### config.mk
export PLATFORM = sky130hd
export DESIGN_NAME = lms_sample_scheduler
export DESIGN_NICKNAME = d
export VERILOG_FILES = /design/src/rtl/lms_sched_pkg.sv /design/src/rtl/lms_sample_scheduler_watchdog.sv /design/src/rtl/lms_sample_scheduler.sv
export SDC_FILE = /design/constraint.sdc
export NUM_CORES = 1
export LEC_CHECK = 0
export ABC_AREA = 1
export CAP_MARGIN = 10
export CORE_ASPECT_RATIO = 1.4
export CORE_UTILIZATION = 46
export DETAILED_ROUTE_END_ITERATION = 10
export GPL_TIMING_DRIVEN = 1
export PLACE_DENSITY = 0.92
export SLEW_MARGIN = 20
export SYNTH_ARGS = -nofsm -noshare
export SYNTH_HDL_FRONTEND = slang
export SYNTH_HIERARCHICAL = 1
export SYNTH_SLANG_ARGS = --single-unit
### constraint.sdc
create_clock -name clk -period 2.9 [get_ports clk]
set_input_delay 0.58 -clock clk [delete_from_list [all_inputs] [get_ports clk]]
set_output_delay 0.58 -clock clk [all_outputs]
set_load 0.03 [all_outputs]
### src/rtl/lms_sched_pkg.sv
// Shared types and constants for the LMS sample scheduler.
package lms_sched_pkg;

  typedef enum logic [2:0] {IDLE, START, WAIT, WRITE, FLUSH} sched_state_t;

  localparam int DEFAULT_WIDTH = 16;
  localparam int SAMPLE_CNT_W  = 32;

endpackage

### src/rtl/lms_sample_scheduler_watchdog.sv
// Watchdog counter for the scheduler's WAIT state; expired flags the increment
// that brings the count to TIMEOUT.
module lms_watchdog #(
  parameter int TIMEOUT = 64
) (
  input  logic clk,
  input  logic rst_n,
  input  logic clr,
  input  logic inc,
  output logic expired
);

  localparam int CW = $clog2(TIMEOUT + 1);

  logic [CW-1:0] count_reg;

  always_ff @(posedge clk) begin
    if (!rst_n) begin
      count_reg <= '0;
    end else if (clr) begin
      count_reg <= '0;
    end else if (inc && count_reg != CW'(TIMEOUT)) begin
      count_reg <= count_reg + 1'b1;
    end
  end

  assign expired = inc && (count_reg == CW'(TIMEOUT - 1));

endmodule

### src/rtl/lms_sample_scheduler.sv
// Sequences one LMS iteration per (d, x) sample pair: pop both FIFOs, start the
// core, wait for done under a watchdog, write e to the output FIFO, and own flushes.
module lms_sample_scheduler
  import lms_sched_pkg::*;
#(
  parameter int WIDTH   = DEFAULT_WIDTH,
  parameter int TIMEOUT = 64
) (
  input  logic                    clk,
  input  logic                    rst_n,
  input  logic                    clk_en,
  input  logic                    enable,
  input  logic                    flush,
  input  logic                    pri_empty,
  input  logic [WIDTH-1:0]        pri_rd_data,
  output logic                    pri_rd_en,
  input  logic                    ref_empty,
  input  logic [WIDTH-1:0]        ref_rd_data,
  output logic                    ref_rd_en,
  output logic                    core_start,
  output logic [WIDTH-1:0]        core_d,
  output logic [WIDTH-1:0]        core_x,
  input  logic                    core_done,
  input  logic [WIDTH-1:0]        core_e,
  input  logic                    out_full,
  output logic                    out_wr_en,
  output logic [WIDTH-1:0]        out_wr_data,
  output logic                    fifo_clr,
  output logic                    busy,
  output logic [SAMPLE_CNT_W-1:0] sample_cnt,
  output logic                    timeout_err
);

  sched_state_t state_reg, state_next;
  logic         flush_pend_reg;
  logic         live;
  logic         pop;
  logic         wd_clr;
  logic         wd_inc;
  logic         wd_expired;

  // Strobes are suppressed while reset is held so nothing is popped or written.
  assign live = clk_en && rst_n;

  assign pop = (state_reg == IDLE) && !flush && !flush_pend_reg && enable
               && !pri_empty && !ref_empty;

  assign pri_rd_en  = live && pop;
  assign ref_rd_en  = live && pop;
  assign core_start = live && (state_reg == START);
  assign out_wr_en  = live && (state_reg == WRITE) && !flush_pend_reg && !out_full;
  assign fifo_clr   = live && (state_reg == FLUSH);
  assign busy       = (state_reg != IDLE);

  assign wd_clr = live && (state_reg == START);
  assign wd_inc = live && (state_reg == WAIT) && !core_done;

  lms_watchdog #(
    .TIMEOUT (TIMEOUT)
  ) u_watchdog (
    .clk     (clk),
    .rst_n   (rst_n),
    .clr     (wd_clr),
    .inc     (wd_inc),
    .expired (wd_expired)
  );

  always_comb begin
    state_next = state_reg;
    case (state_reg)
      IDLE: begin
        if (flush || flush_pend_reg) state_next = FLUSH;
        else if (pop)                state_next = START;
      end
      START: state_next = WAIT;
      WAIT: begin
        if (core_done)       state_next = WRITE;
        else if (wd_expired) state_next = IDLE;
      end
      WRITE: begin
        if (flush_pend_reg) state_next = FLUSH;
        else if (!out_full) state_next = IDLE;
      end
      FLUSH:   state_next = IDLE;
      default: state_next = IDLE;
    endcase
  end

  always_ff @(posedge clk) begin
    if (!rst_n) begin
      state_reg      <= IDLE;
      flush_pend_reg <= 1'b0;
      core_d         <= '0;
      core_x         <= '0;
      out_wr_data    <= '0;
      sample_cnt     <= '0;
      timeout_err    <= 1'b0;
    end else if (clk_en) begin
      state_reg <= state_next;
      if (pop) begin
        core_d <= pri_rd_data;
        core_x <= ref_rd_data;
      end
      if (state_reg == WAIT && core_done) out_wr_data <= core_e;
      if (wd_expired) timeout_err <= 1'b1;
      // A flush arriving mid-iteration (including WRITE) is remembered so a pulse is never lost.
      if (state_reg == FLUSH) begin
        flush_pend_reg <= 1'b0;
        sample_cnt     <= '0;
        timeout_err    <= 1'b0;
      end else begin
        if (flush && (state_reg inside {START, WAIT, WRITE})) flush_pend_reg <= 1'b1;
        if (out_wr_en) sample_cnt <= sample_cnt + SAMPLE_CNT_W'(1);
      end
    end
  end

endmodule

# Word level (Yosys, flattened, before mapping)
# Index checks and enable logic that the tools add are counted.
[word_totals]
ff_bits = 92
input_bits = 57
output_inout_bits = 87
wordCells = 71
[op_classes]
addsub = 2
n_eq_ne = 9
n_mux = 13
n_bitwise = 1
n_reduce_logical = 38
[ops]
columns = ["op", "count"]
rows = [
  ["32-bit two-way mux", 2],
  ["32-bit by 1-bit adder with 32-bit output (second input constant)", 1],
  ["1-bit logical AND", 18],
  ["3-bit two-way mux", 6],
  ["3-bit one-hot mux with 4 select lines", 1],
  ["2-bit AND reduction", 5],
  ["7-bit by 1-bit adder with 7-bit output (second input constant)", 1],
  ["7-bit by 6-bit == test with 1-bit output (second input constant)", 1],
  ["7-bit inequality test (second input constant)", 1],
  ["3-bit by 2-bit == test with 1-bit output (second input constant)", 2],
  ["1-bit logical NOT", 6],
  ["3-bit by 2-bit inequality test with 1-bit output (second input constant)", 2],
  ["2-bit nonzero test", 3],
  ["3-bit nonzero test", 2],
  ["1-bit two-way mux", 4],
  ["4-bit AND reduction", 1],
  ["3-bit by 1-bit == test with 1-bit output (second input constant)", 1],
  ["3-bit == test (second input constant)", 1],
  ["3-bit logical NOT", 1],
  ["3-bit inequality test (second input constant)", 1],
  ["2-bit OR reduction", 1],
  ["1-bit logical OR", 1],
  ["1-bit inverter", 1],
]

# Depth between registers and ports, before layout
[logic_depth]
ltp_word = 9
mapped_depth = 15

# Hierarchy
# The synthesis kept the hierarchy.
[modules_own_cells]
columns = ["mod", "instances", "cells_each", "area_each_um2", "seq_area_each_um2"]
rows = [
  ["lms_sample_scheduler", 1, 591, 3857.4, 1701.6],
  ["lms_watchdog", 1, 58, 386.6, 140.1],
]

# Worst setup path before layout
# No wires, ideal clock.
[synth_path]
path_type = "input -> output"
startpoint = "in pri_empty"
endpoint = "out ref_rd_en"
arrival_time_ps = 1798
required_time_ps = 2320
path_slack_ps = 522
stages = 7
path_buffers = 2
cell_sequence = "nor2_1 -> nand2_1 -> nor2_1 -> nand2_2 -> clkbuf_1 -> nor2_1 -> buf_4"
[synth_between]
elab_chain_len = 4
[synth_rtl]
columns = ["element", "line", "rtl"]
rows = [
  ["start, declared", "lms_sample_scheduler.sv:14", "input logic pri_empty,"],
  ["1-bit logical NOT", "lms_sample_scheduler.sv:46", "&& !pri_empty && !ref_empty;"],
  ["1-bit logical AND (2 in a row)", "lms_sample_scheduler.sv:46", ""],
  ["1-bit logical AND", "-", ""],
  ["end, declared", "lms_sample_scheduler.sv:19", "output logic ref_rd_en,"],
]
# Every way passes these cells.

# Final worst setup path
[layout_path]
startpoint = "in clk_en"
endpoint = "out ref_rd_en"
[layout_between]
elab_chain_len = 2
[layout_rtl]
columns = ["element", "line", "rtl"]
rows = [
  ["start, declared", "lms_sample_scheduler.sv:11", "input logic clk_en,"],
  ["1-bit logical AND", "lms_sample_scheduler.sv:43", "assign live = clk_en && rst_n;"],
  ["1-bit logical AND", "lms_sample_scheduler.sv:49", "assign ref_rd_en = live && pop;"],
]
# Every way passes these cells.

==> reports/results.ini <==
[yosys]
yosysWarningCount = 6
synth_area_um2 = 4244
syn_nets = 709
avgSynthCellArea_um2 = 6.539
ys_ff_latch = 92
seq_area_frac_synth_pct = 43.40
ys_types = 24
synth_cells = 649

[place]
dp_hpwl_mm = 8.618
gp_congestion = 0.8598
portBuffers = 143

[setup_path]
crit_slowest_cell = clkdlybuf4s50_1
crit_family = buffers and inverters
slowest_delay_ns = 0.51
crit_chain = clkdlybuf4s50_1 > buf_4 > inv_1 > nor2_1 > nand2_2 > nor2_1 > buf_4
crit_path_max_fanout = 5
worstPathRequired_ns = 2.32
cp.buffers_inverters = 4
arrival_ns = 1.85
start_kind = input pin
crit_path_end_kind = output port
crit_type = input pin to output port

[layout]
num-nets-final = 848
drive_gt1_share_pct = 5.549
top_register = sample_cnt
antenna_cells = 0
syn_to_final_growth_pct = 42.25
largest_register_ffs = 32
fillCellCount = 709

[timing]
timing.fmax_mhz = 410.7
fin_crit_ns = 2.435
setup_tns_ns = 0
hold_violations = 0
post-route-period-util_pct = 83.96
rsz0062_at_grt = no
slew_headroom_pct = 66.01
maxSlewViolCount = 0
setup_violations = 0
hold_ws_ns = 0.4454
worst_pin_slew_ns = 0.5090
finClkSkew_ns = 0.009130

[floorplan]
core_area_um2 = 8977
die-area_um2 = 9620
fp-row-count = 41
start_util_pct = 47.28
dieWidth_um = 83.18
die_h_um = 115.7
ios = 144

[clocking]
ctsResizeCount = 0
clk_pin_slew_ns = 0.06
cts_buffers = 9
clockRootBuffer = clkbuf_16
cts_tree = done
cts_setup_buffers = 0
numClockSinks = 92
insertion_delay_ns = 0.34
cts_max_level = 3
cts.hold.buffers_added = 0
clockBufferDepth = 2

[grt]
grt_pass1_vias = 4253
antenna_found_initial = 0
grt_pass1_wl_mm = 18.71
track_usage_pct = 24.37
overflow = 0
grt_max_degree = 45

[route]
via_count = 4536
ant_nets = 0
wire_per_inst_um = 12.83
wl_met2_mm = 5.955
drt-total-wl_mm = 11.54
firstDrtPassIters = 5
drtIter0Drc = 209
dr_wl_met3_um = 921
met1_length_mm = 4.212
routed.top_layer = met4
vias_per_cell = 5.040
drc = 0

[pwr]
p_per_area_nw_per_um2 = 473.3
ir_drop_mv = 0.3666
leakage_nw = 2.393

[worst_hold_path]
worstHoldPathType = flip-flop to flip-flop

[job]
max_cap_violations = 0

[status]
status = finished clean

==> area by class of cell <==
cell class              count  area (um^2)  area share [%]
multi-input cells         451         1968           32.60
clock buffers               9        225.2           3.731
clock inverters             7        81.33           1.347
repair buffers            150         1471           24.37
inverters                  84        315.3           5.223
flip-flops and latches     92         1842           30.51
well taps                 107        133.9           2.218
==> routing by layer <==
layer / vias up / track usage (%)
li1: 2294 / -
met1: 2018 / 23.76
met2: 190 / 45.96
met3: 34 / 7.692
met4: 0 / 12.99
met5: - / 0
==> cell usage after synthesis <==
cell / count / share of area, %
nor2_1: 167 / 15
nand2_1: 122 / 11
dfxtp_1: 92 / 43
inv_1: 80 / 7.1
o21ai_0: 55 / 6.5
a21oi_1: 39 / 4.6
nand3_1: 35 / 4.1
buf_2: 8 / 0.94
clkbuf_1: 8 / 0.71
nand4_1: 7 / 1.0
nor3_1: 6 / 0.71
inv_2: 4 / 0.35
nand2_2: 4 / 0.59
nor2_2: 4 / 0.59
buf_4: 3 / 0.53
ha_1: 3 / 0.88
nand3b_1: 3 / 0.53
buf_6: 2 / 0.53
nand3_2: 2 / 0.47
a21boi_2: 1 / 0.27
and2_1: 1 / 0.15
buf_1: 1 / 0.088
nand2_4: 1 / 0.27
o21ai_1: 1 / 0.12
==> logic make-up (layout without fill, tap and decap cells) <==
kind of cell | Yosys count | count (layout) | share of synthesized area [%]
flip-flops | 92 | 92 | 43.40
buffers and inverters | 106 | 250 | 10.23
AND/OR/NAND/NOR | 352 | 352 | 34.02
adder cells (fa/ha/maj) | 3 | 3 | 0.8845
AO/OA/AOI/OAI | 96 | 96 | 11.47
==> path summary, 6_finish.rpt <==
| kind | depth (start not counted) | from | slack, ns | end |
|---|---|---|---|---|
| worst min-delay path | 2 | timeout_err | 0.45 | timeout_err |
| worst min register to register | 2 | timeout_err | 0.45 | timeout_err |
| worst max register to register | 13 | state_reg[2] | 0.76 | state_reg[1] |
| worst max-delay path | 7 | clk_en | 0.47 | ref_rd_en |
==> worst reg2reg max path, delay by kind of cell (launching register included) <==
family | cells | cell delay (ns)
flops | 1 | 0.35
compound gates | 1 | 0.23
simple gates | 11 | 1.45
buf+inv | 1 | 0.06
==> report_power, final <==
group / internal (mW) / switching [mW] / leakage [nW] / total, mW
Clock: 0.680 / 0.525 / 0.141 / 1.20
Combinational: 0.152 / 0.193 / 1.51 / 0.345
Sequential: 1.29 / 0.0183 / 0.743 / 1.31
Total: 2.12 / 0.735 / 2.39 / 2.86
==> cell usage in the layout (no fill, tap or decap) <==
cell | synthesis | final
a21oi_1 | 39 | 39
nand3_2 | 2 | 2
inv_8 | 0 | 1
ha_1 | 3 | 3
bufinv_16 | 0 | 1
nor2_1 | 167 | 167
clkbuf_16 | 0 | 9
dfxtp_1 | 92 | 92
o21ai_1 | 1 | 1
nand4_1 | 7 | 7
inv_2 | 4 | 4
inv_1 | 80 | 80
a21boi_2 | 1 | 1
nand3_1 | 35 | 35
and2_1 | 1 | 1
clkdlybuf4s50_1 | 0 | 138
nor3_1 | 6 | 6
clkinvlp_4 | 0 | 3
o21ai_0 | 55 | 55
inv_6 | 0 | 2
nand2_2 | 4 | 4
nand3b_1 | 3 | 3
buf_4 | 3 | 12
nand2_1 | 122 | 122
nor2_2 | 4 | 4
nand2_4 | 1 | 1
==> metrics by stage <==
step                cell area [um^2]  instances  total power, mW  setup slack [ns]  util, %
floorplan                       4244        649            1.522            0.5220        -
CTS                             6037        900            2.872            0.4661    67.25
finish                          6037        900            2.857            0.4651    67.25
detailed placement              5731        884            1.679            0.2665    63.83
global placement                5731        884            1.671            0.3496    63.83
global route                    6037        900            2.961            0.3387    67.25
No activity file was read; power rests on OpenSTA's default activity.
